### config.mk
export PLATFORM = sky130hd
export DESIGN_NAME = divider_arbiter
export DESIGN_NICKNAME = d
export VERILOG_FILES = /design/src/rtl/divider_arbiter.sv
export SDC_FILE = /design/constraint.sdc
export NUM_CORES = 1
export LEC_CHECK = 0
export BUFFER_PORTS_ARGS = -buffer_cell sky130_fd_sc_hd__buf_4
export CAP_MARGIN = 0
export CORE_MARGIN = 5
export CORE_UTILIZATION = 43
export CTS_CLUSTER_DIAMETER = 150
export CTS_CLUSTER_SIZE = 25
export DETAILED_ROUTE_END_ITERATION = 10
export PLACE_DENSITY = 0.78
export SLEW_MARGIN = 10
export SYNTH_ARGS = -nofsm -noshare
export SYNTH_HDL_FRONTEND = slang
export SYNTH_SLANG_ARGS = --single-unit
### constraint.sdc
create_clock -name clk -period 2.9 [get_ports clk]
set_input_delay 0.435 -clock clk [delete_from_list [all_inputs] [get_ports clk]]
set_output_delay 0.435 -clock clk [all_outputs]
set_load 0.02 [all_outputs]
### src/rtl/divider_arbiter.sv
// divider_arbiter: round-robin sequencer sharing one signed divider among
// N_REQ requesters.
//
// Ports:
//   clk, rst_n                     clock, asynchronous active-low reset
//   req[N_REQ]                     level request per channel
//   dividend_in, divisor_in        per-channel operands, channel k at [k*W +: W]
//   ack[N_REQ]                     one-cycle pulse to the serviced channel
//   quotient_out, reminder_out     result, valid with ack, held until next ack
//   err                            valid with ack: divide-by-zero or timeout
//   busy                           high whenever the FSM is not IDLE
//   grant_id                       channel currently or last serviced
//   div_start, div_dividend,
//   div_divisor                    divider request side (operands stable with start)
//   div_done, div_quotient,
//   div_reminder                   divider response side
module divider_arbiter #(
  parameter int unsigned N_REQ   = 4,
  parameter int unsigned W       = 8,
  parameter int unsigned TIMEOUT = 255
) (
  input  logic                       clk,
  input  logic                       rst_n,
  input  logic [N_REQ-1:0]           req,
  input  logic [N_REQ*W-1:0]         dividend_in,
  input  logic [N_REQ*W-1:0]         divisor_in,
  output logic [N_REQ-1:0]           ack,
  output logic [W-1:0]               quotient_out,
  output logic [W-1:0]               reminder_out,
  output logic                       err,
  output logic                       busy,
  output logic [$clog2(N_REQ)-1:0]   grant_id,
  output logic                       div_start,
  output logic [W-1:0]               div_dividend,
  output logic [W-1:0]               div_divisor,
  input  logic                       div_done,
  input  logic [W-1:0]               div_quotient,
  input  logic [W-1:0]               div_reminder
);

  localparam int unsigned IDW = $clog2(N_REQ);
  localparam int unsigned CW  = $clog2(TIMEOUT + 1);
  localparam logic [CW-1:0] CNT_MAX = CW'(TIMEOUT);

  typedef enum logic [1:0] {
    IDLE = 2'd0,
    RUN  = 2'd1,
    RESP = 2'd2
  } state_t;

  state_t state, state_nxt;

  logic [IDW-1:0] ptr, ptr_nxt;
  logic [CW-1:0]  cnt, cnt_nxt;

  logic [N_REQ-1:0] ack_nxt;
  logic [W-1:0]     quotient_nxt, reminder_nxt;
  logic             err_nxt, busy_nxt, start_nxt;
  logic [IDW-1:0]   grant_nxt;
  logic [W-1:0]     dividend_nxt, divisor_nxt;

  // Unpacked operand views of the flat channel buses
  logic [W-1:0] dvd_arr [N_REQ];
  logic [W-1:0] dvs_arr [N_REQ];

  always_comb begin
    for (int i = 0; i < int'(N_REQ); i++) begin
      dvd_arr[i] = dividend_in[i*W +: W];
      dvs_arr[i] = divisor_in[i*W +: W];
    end
  end

  // Round-robin pick: first requesting channel at or above ptr, wrapping
  logic           arb_found;
  logic [IDW-1:0] arb_idx;
  logic [IDW-1:0] cand;
  int unsigned    scan;

  always_comb begin
    arb_found = 1'b0;
    arb_idx   = '0;
    cand      = '0;
    scan      = 0;
    for (int unsigned i = 0; i < N_REQ; i++) begin
      scan = (32'(ptr) + i) % N_REQ;
      cand = IDW'(scan);
      if (!arb_found && req[cand]) begin
        arb_found = 1'b1;
        arb_idx   = cand;
      end
    end
  end

  logic [W-1:0] sel_dividend, sel_divisor;
  logic         sel_div_zero;
  logic [IDW-1:0] ptr_after_grant;

  assign sel_dividend    = dvd_arr[arb_idx];
  assign sel_divisor     = dvs_arr[arb_idx];
  assign sel_div_zero    = (sel_divisor == '0);
  assign ptr_after_grant = (grant_id == IDW'(N_REQ - 1)) ? '0 : grant_id + IDW'(1);

  // State register
  always_ff @(posedge clk or negedge rst_n) begin
    if (!rst_n) state <= IDLE;
    else        state <= state_nxt;
  end

  // Next-state decode
  always_comb begin
    state_nxt = state;
    case (state)
      IDLE: if (arb_found) state_nxt = sel_div_zero ? RESP : RUN;
      RUN:  if (div_done || (cnt == CNT_MAX)) state_nxt = RESP;
      RESP: state_nxt = IDLE;
      default: state_nxt = IDLE;
    endcase
  end

  // Output / datapath decode: next values of every registered output
  always_comb begin
    ack_nxt      = '0;
    quotient_nxt = quotient_out;
    reminder_nxt = reminder_out;
    err_nxt      = err;
    busy_nxt     = (state_nxt != IDLE);
    start_nxt    = div_start;
    grant_nxt    = grant_id;
    dividend_nxt = div_dividend;
    divisor_nxt  = div_divisor;
    ptr_nxt      = ptr;
    cnt_nxt      = cnt;
    case (state)
      IDLE: begin
        if (arb_found) begin
          grant_nxt    = arb_idx;
          dividend_nxt = sel_dividend;
          divisor_nxt  = sel_divisor;
          if (sel_div_zero) begin
            // Short-circuit: the divider never sees this operation
            quotient_nxt     = '1;
            reminder_nxt     = sel_dividend;
            err_nxt          = 1'b1;
            ack_nxt[arb_idx] = 1'b1;
          end else begin
            start_nxt = 1'b1;
            cnt_nxt   = '0;
          end
        end
      end
      RUN: begin
        // done wins over a timeout landing on the same cycle
        if (div_done) begin
          quotient_nxt      = div_quotient;
          reminder_nxt      = div_reminder;
          err_nxt           = 1'b0;
          start_nxt         = 1'b0;
          ack_nxt[grant_id] = 1'b1;
        end else if (cnt == CNT_MAX) begin
          quotient_nxt      = '0;
          reminder_nxt      = '0;
          err_nxt           = 1'b1;
          start_nxt         = 1'b0;
          ack_nxt[grant_id] = 1'b1;
        end else begin
          cnt_nxt = cnt + CW'(1);
        end
      end
      RESP: begin
        ptr_nxt = ptr_after_grant;
      end
      default: begin
        start_nxt = 1'b0;
      end
    endcase
  end

  // Output and datapath registers
  always_ff @(posedge clk or negedge rst_n) begin
    if (!rst_n) begin
      ack          <= '0;
      quotient_out <= '0;
      reminder_out <= '0;
      err          <= 1'b0;
      busy         <= 1'b0;
      grant_id     <= '0;
      div_start    <= 1'b0;
      div_dividend <= '0;
      div_divisor  <= '0;
      ptr          <= '0;
      cnt          <= '0;
    end else begin
      ack          <= ack_nxt;
      quotient_out <= quotient_nxt;
      reminder_out <= reminder_nxt;
      err          <= err_nxt;
      busy         <= busy_nxt;
      grant_id     <= grant_nxt;
      div_start    <= start_nxt;
      div_dividend <= dividend_nxt;
      div_divisor  <= divisor_nxt;
      ptr          <= ptr_nxt;
      cnt          <= cnt_nxt;
    end
  end

endmodule

==> results.md, run 1 <==
* Clock insertion delay at the later pin of the skew report at 0.31 ns
* Initial core utilization at 0.440
* Internal power consumption at 0.00244 W
* 1st-iter DRT viols at 142
* Ratio of routed vias to standard cells at 5.15
* Post-synthesis cell type count at 36
* Period utilization at 0.949
* Net count after synthesis at 380
* Synthesized flop and latch total at 53
* Kind of end point of the critical path: register
* Mux cell area share after synthesis at 0.272
* Maximum number of pins on one net before global-route repair at 54
* Layout cell share with drive strength beyond 1 at 0.432
* Net total in the final layout at 513
* Final Non-Filler Cells at 517
* Core utilization of the finished layout at 0.622
* Maximum fanout along the worst path at 12
* Final routed DRC violation total at 0
* Depth of the CTS H-tree at 2
* Finished layout cell area at 4230 sq um
* Antenna violations before repair at 0
* Share of the yosys chip area belonging to registers at 0.444
* Crit Path Class: reg2reg
* LEAKAGE at 2.16 nW
* Post-synthesis instance area at 2990 sq um
* Clock tree from TritonCTS: yes
* Synth Instances at 288
* Gate power share at 0.570
* Die height at 93.4 microns
* Actual transition at the worst max-transition pin at 1.00 ns
* DP Cell Count at 507
* Cell Pwr Density at 978 nW/um^2
* Slew Limit Headroom at 0.330
* Required @ worst endpoint at 3.09 ns
* Buffers added on ports at 127
* Global route overflow at 0
* XOR/XNOR share of the synthesized area at 0
* Count of hold buffers inserted by post-cts repair at 0
* Top-level I/O count at 128
* Result of the run: finished, final reports clean
* Unrepaired setup endpoints after global routing: false
* Area of the core at 6790 sq um
* Root Buffer: sky130_fd_sc_hd__clkbuf_8
* TritonCTS sink count at 53
* TritonCTS buffer count at 5
* Average wire per cell in the routed design at 15.5 microns
* Total number of yosys warnings at 0
* Critical Path Source Type: register
* Tightest Hold Check Type: in2async
* Deepest clock path buffer count at 2
* CTS clock-pin slew for the worst setup and hold paths at 0.09 ns
* Total via count after detailed routing at 2662
* Arithmetic-cell share of the synthesized area counting full adders, half adders and majority gates at 0.0209
* Final min period at 2.75 ns
* Vias in the first global route at 2681
* Sequential Power Share at 0.312
* Final setup skew at 0.0105 ns
* Final weighted congestion of routability-driven global placement at 0.854
* Post-CTS Resized at 0
* Mean instance size in the synthesized netlist at 10.4 sq um
* Total half-perimeter wirelength after legalization and detailed placement at 6220 microns
* Compound-Gate Fraction of Synth Area at 0.109
* Fraction of power spent switching nets at 0.411
* Total wirelength of the detailed-routed design at 8010 microns
* Number of endpoints with negative hold slack in the final report at 0
* Total global-route track usage at 0.182
* Number of placement rows at 30
* Power dissipated by switching net loads at 0.00170 W
* Combinational family with the most area after synthesis: multiplexers
* Arrival time of data at the critical path endpoint at 2.94 ns
* Smallest hold slack at 0.147 ns
* Largest vdd supply drop at 0.477 mV
* Die Span X at 93.4 microns
* Die footprint at 8720 sq um
* Area grow syn2layout at 41.4%
* Antenna Violating Nets Remaining at 0
* Highest achievable clock rate at 364 MHz
* Setup violators final at 0
* Antenna fix cells at 0
* Simple-gate share of the synthesized area at 0.115
* TritonRoute pass-1 iters at 4
* Max-Cap Viols at 0
* Share of total power in the clock network at 0.118
* Wire length of the first global-routing pass at 12800 microns
* Final slew viol count at 0
* Placed cell areas at 4090 sq um
-- flip-flops by register name, summed over array words and instances, names as in the netlist --
name          cells
div_dividend      8
ptr               2
reminder_out      8
ack               4
busy              1
cnt               8
err               1
state             2
quotient_out      8
div_divisor       8
div_start         1
grant_id          2
-- cell usage after synthesis --
| cell type | count | area, sq um |
|---|---|---|
| sky130_fd_sc_hd__o221ai_1 | 1 | 8.76 |
| sky130_fd_sc_hd__o2bb2a_1 | 1 | 10.0 |
| sky130_fd_sc_hd__and2_1 | 1 | 6.26 |
| sky130_fd_sc_hd__nand3_1 | 12 | 60.1 |
| sky130_fd_sc_hd__nand2b_1 | 2 | 12.5 |
| sky130_fd_sc_hd__ha_1 | 5 | 62.6 |
| sky130_fd_sc_hd__inv_1 | 8 | 30.0 |
| sky130_fd_sc_hd__nor2_1 | 14 | 52.6 |
| sky130_fd_sc_hd__o31ai_1 | 3 | 22.5 |
| sky130_fd_sc_hd__and3_1 | 2 | 12.5 |
| sky130_fd_sc_hd__nor4_2 | 2 | 25.0 |
| sky130_fd_sc_hd__mux2i_1 | 52 | 521 |
| sky130_fd_sc_hd__a21oi_2 | 1 | 8.76 |
| sky130_fd_sc_hd__o21ai_0 | 9 | 45.0 |
| sky130_fd_sc_hd__a21oi_1 | 21 | 105 |
| sky130_fd_sc_hd__or3_1 | 1 | 6.26 |
| sky130_fd_sc_hd__a22oi_1 | 1 | 7.51 |
| sky130_fd_sc_hd__o41ai_1 | 1 | 8.76 |
| sky130_fd_sc_hd__buf_2 | 2 | 10.0 |
| sky130_fd_sc_hd__nor2b_1 | 1 | 6.26 |
| sky130_fd_sc_hd__a21o_1 | 2 | 15.0 |
| sky130_fd_sc_hd__nand2_1 | 37 | 139 |
| sky130_fd_sc_hd__nor3_1 | 3 | 15.0 |
| sky130_fd_sc_hd__a21boi_0 | 1 | 7.51 |
| sky130_fd_sc_hd__or3b_2 | 1 | 8.76 |
| sky130_fd_sc_hd__a31oi_4 | 1 | 21.3 |
| sky130_fd_sc_hd__a41o_1 | 1 | 10.0 |
| sky130_fd_sc_hd__clkbuf_1 | 9 | 33.8 |
| sky130_fd_sc_hd__buf_6 | 1 | 11.3 |
| sky130_fd_sc_hd__buf_1 | 1 | 3.75 |
| sky130_fd_sc_hd__dfrtp_1 | 53 | 1330 |
| sky130_fd_sc_hd__a211o_1 | 1 | 8.76 |
| sky130_fd_sc_hd__mux2_2 | 26 | 293 |
| sky130_fd_sc_hd__buf_4 | 4 | 30.0 |
| sky130_fd_sc_hd__o22ai_1 | 6 | 37.5 |
| sky130_fd_sc_hd__a41oi_1 | 1 | 8.76 |
-- through the flow --
stage | setup WS, ns | TNS (ns) | power, W
finish | 0.149 | 0 | 0.00414
global route | 0.0348 | 0 | 0.00442
CTS | 0.00971 | 0 | 0.00414
detailed placement | -0.0359 | -0.222 | 0.00364
global placement | 0.0269 | 0 | 0.00357
floorplan | 0.205 | 0 | 0.00275
-- worst paths after layout --
path	from	to	slack (ns)	cells past startpoint
max in group asynchronous	rst_n	state[0]$_DFF_PN0_	2.27	1
setup reg to reg	ptr[1]$_DFFE_PN0P_	reminder_out[3]$_DFFE_PN0P_	0.15	9
setup / recovery	ptr[1]$_DFFE_PN0P_	reminder_out[3]$_DFFE_PN0P_	0.15	9
min in group clk	div_quotient[1]	quotient_out[1]$_DFFE_PN0P_	0.40	3
hold / removal	rst_n	div_dividend[0]$_DFFE_PN0P_	0.15	1
hold reg to reg	div_start$_DFFE_PN0P_	div_start$_DFFE_PN0P_	0.49	1
-- cells in the final DEF, fill, tap and decap left out, types with 2 or more instances in the layout --
master,synthesis,layout
sky130_fd_sc_hd__and3_1,2,2
sky130_fd_sc_hd__nand2_1,37,37
sky130_fd_sc_hd__clkbuf_8,0,5
sky130_fd_sc_hd__o21ai_0,9,9
sky130_fd_sc_hd__nor3_1,3,3
sky130_fd_sc_hd__o22ai_1,6,6
sky130_fd_sc_hd__inv_1,8,8
sky130_fd_sc_hd__mux2_2,26,26
sky130_fd_sc_hd__a21o_1,2,2
sky130_fd_sc_hd__o31ai_1,3,3
sky130_fd_sc_hd__a21oi_1,21,21
sky130_fd_sc_hd__mux2i_1,52,52
sky130_fd_sc_hd__nand2b_1,2,2
sky130_fd_sc_hd__nand3_1,12,12
sky130_fd_sc_hd__nor4_2,2,2
sky130_fd_sc_hd__buf_4,4,142
sky130_fd_sc_hd__nor2_1,14,14
sky130_fd_sc_hd__ha_1,5,5
sky130_fd_sc_hd__dfrtp_1,53,53
-- cell families (layout without fill, tap and decap cells) --
kind of cell / after synthesis / in the layout
fa+ha+maj: 5 / 5
buf+inv: 25 / 158
mux: 78 / 78
flops: 53 / 53
compound gates: 51 / 51
simple gates: 76 / 76
-- layer usage --
| layer | global-route usage | up-vias | share of wire |
|---|---|---|---|
| li1 | - | 1291 | - |
| met1 | 0.240 | 1285 | 0.41 |
| met2 | 0.296 | 72 | 0.52 |
| met3 | 0.0394 | 14 | 0.050 |
| met4 | 0.0598 | 0 | 0.018 |
| met5 | 0 | - | 0 |
-- timing repair --
action,4_1_cts,5_1_grt
setup endpoints to repair,0,28
setup buffers,0,3
endpoints found under the hold margin,0,0
-- final cells by class --
| class | count | area (sq um) |
|---|---|---|
| Fill cell | 578 | 2560 |
| Multi-Input combinational cell | 210 | 1560 |
| Sequential cell | 53 | 1330 |
| Timing Repair Buffer | 143 | 1090 |
| Tap cell | 96 | 120 |
| Clock buffer | 5 | 68.8 |
| Clock inverter | 2 | 35.0 |
| Inverter | 8 | 30.0 |
-- worst max-delay path, cell delays in order, from the launching register on --
cell	delay (ns)
sky130_fd_sc_hd__dfrtp_1	0.47
sky130_fd_sc_hd__or3b_2	0.54
sky130_fd_sc_hd__o221ai_4	0.11
sky130_fd_sc_hd__buf_12	0.19
sky130_fd_sc_hd__mux2i_1	0.21
sky130_fd_sc_hd__mux2i_1	0.12
sky130_fd_sc_hd__nor4_2	0.28
sky130_fd_sc_hd__buf_4	0.19
sky130_fd_sc_hd__a31oi_4	0.17
sky130_fd_sc_hd__mux2_2	0.34
-- power groups by stage --
stage | clock (W) | sequential (W) | combinational (W)
after floorplan | 0 | 0.00159 | 0.00116
after global placement | 0 | 0.00130 | 0.00228
after detailed placement | 0 | 0.00130 | 0.00234
after CTS | 0.000497 | 0.00129 | 0.00235
after global routing | 0.000521 | 0.00134 | 0.00256
final | 0.000487 | 0.00129 | 0.00236
Note: power is estimated with default switching activity, not from simulation.
==> inputs of run 2 (changes only) <==
ABC_AREA = 1   (was default)
CORE_UTILIZATION = 45   (was 43)
PLACE_DENSITY = 0.79   (was 0.78)
==> results.md, run 2 <==
* Net count after synthesis at 560 (+47%)
* Maximum number of pins on one net before global-route repair at 54 (unchanged)
* LEAKAGE at 2.53 nW (+17%)
* Reg-to-reg endpoint: quotient_out[1]$_DFFE_PN0P_
* Tightest Hold Check Type: in2async
* Wire length of the first global-routing pass at 16000 microns (+25%)
* Post-synth EDFFs at 0 (unchanged)
* Clock insertion delay at the later pin of the skew report at 0.32 ns (about the same)
* Top-level I/O count at 128 (unchanged)
* Antenna Violating Nets Remaining at 0 (unchanged)
* Sum of negative setup slack at 0 ns (unchanged)
* Total wirelength of the detailed-routed design at 9960 microns (+24%)
* Mean instance size in the synthesized netlist at 7.12 sq um (-31%)
* 1st-iter DRT viols at 173 (+22%)
* Final weighted congestion of routability-driven global placement at 0.837 (-2.0%)
* Ratio of routed vias to standard cells at 5.15 (about the same)
* Max-Cap Viols at 0 (unchanged)
* Main synth FF type: sky130_fd_sc_hd__dfrtp_1
* Global route overflow at 0 (unchanged)
* Slew Limit Headroom at 0.553 (+0.223)
* Required @ worst endpoint at 3.11 ns (+0.02 ns)
* Post-synthesis cell type count at 33 (-8.3%)
* Area grow syn2layout at 38.2%
* Total half-perimeter wirelength after legalization and detailed placement at 7680 microns (+24%)
* Kind of end point of the critical path: register
* Worst Slack Setup Final at 0.240 ns (+0.0914 ns)
* CTS clock-pin slew for the worst setup and hold paths at 0.11 ns (+0.02 ns)
* Final setup skew at 0.0203 ns (+0.00981 ns)
* Critical Path Source Type: register
* Die footprint at 9230 sq um (+5.8%)
* Buffers added on ports at 127 (unchanged)
* Worst r2r src: ptr[0]$_DFFE_PN0P_
* TritonRoute pass-1 iters at 4 (unchanged)
* Final min period at 2.66 ns (-0.0914 ns)
* Arrival time of data at the critical path endpoint at 2.87 ns (-0.07 ns)
* Clock tree from TritonCTS: yes
* Total number of yosys warnings at 0 (unchanged)
* Most frequent cells in the layout: sky130_fd_sc_hd__nand2_1 (212), sky130_fd_sc_hd__buf_4 (147), sky130_fd_sc_hd__dfrtp_1 (52)
* Commonest cells in the netlist: sky130_fd_sc_hd__nand2_1 (212), sky130_fd_sc_hd__dfrtp_1 (53), sky130_fd_sc_hd__nand3_1 (33), sky130_fd_sc_hd__nor2_1 (26), sky130_fd_sc_hd__inv_1 (21)
* Worst setup slack before clock tree synthesis at -0.0318 ns (+0.00408 ns)
* Average wire per cell in the routed design at 14.2 microns (-8.7%)
* Main area contributors after synthesis: sky130_fd_sc_hd__dfrtp_1 (40%), sky130_fd_sc_hd__nand2_1 (24%), sky130_fd_sc_hd__nand3_1 (5.0%)
* Synth Instances at 468 (+63%)
* TritonCTS buffer count at 5 (unchanged)
* Antenna violations before repair at 0 (unchanged)
* Dominant cell type by area after synthesis: sky130_fd_sc_hd__dfrtp_1
* Die Span X at 96.1 microns (+2.9%)
* Depth of the CTS H-tree at 2 (unchanged)
* Reg2Reg Depth at 19 (+10)
* Area of the core at 7250 sq um (+6.8%)
* Most repeated cell in the gate-level netlist after synthesis: sky130_fd_sc_hd__nand2_1
* Final slew viol count at 0 (unchanged)
* Largest vdd supply drop at 0.614 mV (+28%)
* Final routed DRC violation total at 0 (unchanged)
* Post-synthesis instance area at 3330 sq um (+12%)
* Total via count after detailed routing at 3623 (+36%)
* Highest achievable clock rate at 376 MHz (+3.4%)
* Deepest clock path buffer count at 2 (unchanged)
* Root Buffer: sky130_fd_sc_hd__clkbuf_8
* TritonCTS sink count at 53 (unchanged)
* Number of endpoints with negative hold slack in the final report at 0 (unchanged)
* Actual transition at the worst max-transition pin at 0.670 ns (-0.331 ns)
* Result of the run: finished, final reports clean
* Net total in the final layout at 696 (+36%)
* Most common cell after layout, fill and taps aside: sky130_fd_sc_hd__nand2_1
* Total Power Consumption at 0.00601 W (+45%)
* Area share of the largest cell type after synthesis at 0.398 (-0.0458)
* Die height at 96.1 microns (+2.9%)
* Crit Path Class: reg2reg
* Reg2reg setup slack at 0.24 ns (+0.09 ns)
* Post-synthesis async set-or-reset flop share at 1.00 (unchanged)
* Maximum fanout along the worst path at 13 (+1)
* Total global-route track usage at 0.214 (+0.0320)
* Cell Pwr Density at 1300 nW/um^2 (+33%)
* Antenna fix cells at 0 (unchanged)
* Synthesized flop and latch total at 53 (unchanged)
* Period utilization at 0.917 (-0.0315)
* Layout cell share with drive strength beyond 1 at 0.316 (-0.117)
* Setup violators final at 0 (unchanged)
* Number of placement rows at 31 (+3.3%)
* Initial core utilization at 0.460 (+0.0196)
* Vias in the first global route at 3629 (+35%)
* Share of the yosys chip area belonging to registers at 0.398 (-0.0458)
-- run 2: cell type report --
class / count / area (sq um)
clock buffer: 5 / 68.8
clock inverter: 3 / 43.8
fill: 644 / 2640
inverter: 27 / 109
multi-input combinational: 369 / 1810
sequential: 53 / 1330
tap: 99 / 124
timing repair buffer: 148 / 1120
-- run 2: critical path: stages (launching register included) --
cell and delay (ns):
sky130_fd_sc_hd__dfrtp_2 0.48, sky130_fd_sc_hd__buf_4 0.18, sky130_fd_sc_hd__nand2_1 0.09, sky130_fd_sc_hd__nand3_1 0.08, sky130_fd_sc_hd__nand2_1 0.11, sky130_fd_sc_hd__nand2_1 0.08
sky130_fd_sc_hd__nand3_1 0.14, sky130_fd_sc_hd__nand3_4 0.13, sky130_fd_sc_hd__buf_4 0.18, sky130_fd_sc_hd__nand2_1 0.06, sky130_fd_sc_hd__nand2_1 0.05, sky130_fd_sc_hd__nand2_1 0.08
sky130_fd_sc_hd__nand2_1 0.06, sky130_fd_sc_hd__nor2_1 0.12, sky130_fd_sc_hd__nand2_2 0.11, sky130_fd_sc_hd__nor2_4 0.17, sky130_fd_sc_hd__nand2_4 0.12, sky130_fd_sc_hd__buf_12 0.17
sky130_fd_sc_hd__nand3_1 0.07, sky130_fd_sc_hd__nand2_1 0.07
-- run 2: what timing repair did --
action	CTS	global route
pin swaps	0	2
gates cloned	0	0
hold buffers	0	0
setup buffers	0	5
setup endpoints to repair	17	27
gates resized for setup	1	5
endpoints found under the hold margin	0	0
-- run 2: per-stage QoR --
stage          hold WS (ns)   util  area (sq um)  instances
6_report              0.132  0.636          4610        704
4_1_cts               0.173  0.627          4550        699
2_1_floorplan         0.139      -          3330        468
3_3_place_gp          0.464  0.611          4430        691
3_5_place_dp          0.485  0.611          4430        691
5_1_grt               0.202  0.636          4610        704
-- run 2: where the power goes --
part | internal [W] | total, W | switching [W]
sequential | 0.00106 | 0.00129 | 0.000230
clock | 0.000259 | 0.000523 | 0.000263
combinational | 0.00153 | 0.00419 | 0.00267
-- run 2: worst max-delay path by stage --
stage	start	to	slack, ns	cells after the start
2_1_floorplan	ptr[0]$_DFFE_PN0P_	reminder_out[5]$_DFFE_PN0P_	0.52	22
3_3_place_gp	ptr[0]$_DFFE_PN0P_	quotient_out[2]$_DFFE_PN0P_	0.05	17
3_5_place_dp	ptr[0]$_DFFE_PN0P_	quotient_out[1]$_DFFE_PN0P_	-0.03	17
4_1_cts	ptr[0]$_DFFE_PN0P_	quotient_out[1]$_DFFE_PN0P_	0.05	17
5_1_grt	ptr[0]$_DFFE_PN0P_	quotient_out[4]$_DFFE_PN0P_	-0.01	19
6_report	ptr[0]$_DFFE_PN0P_	quotient_out[1]$_DFFE_PN0P_	0.24	19
-- run 2: routing by layer --
metal / global-route usage / share of wire
met3: 0.0305 / 0.062
met2: 0.384 / 0.53
met4: 0.0711 / 0.016
met1: 0.261 / 0.39
met5: 0 / 0
-- run 2: kinds of logic (layout without fill, tap and decap cells) --
logic type,after synthesis,after routing,synth area share
AO/OA/AOI/OAI,48,48,0.0957
flip-flops,53,53,0.398
adder cells (fa/ha/maj),5,5,0.0188
AND/OR/NAND/NOR,316,316,0.420
buffers and inverters,46,183,0.0683
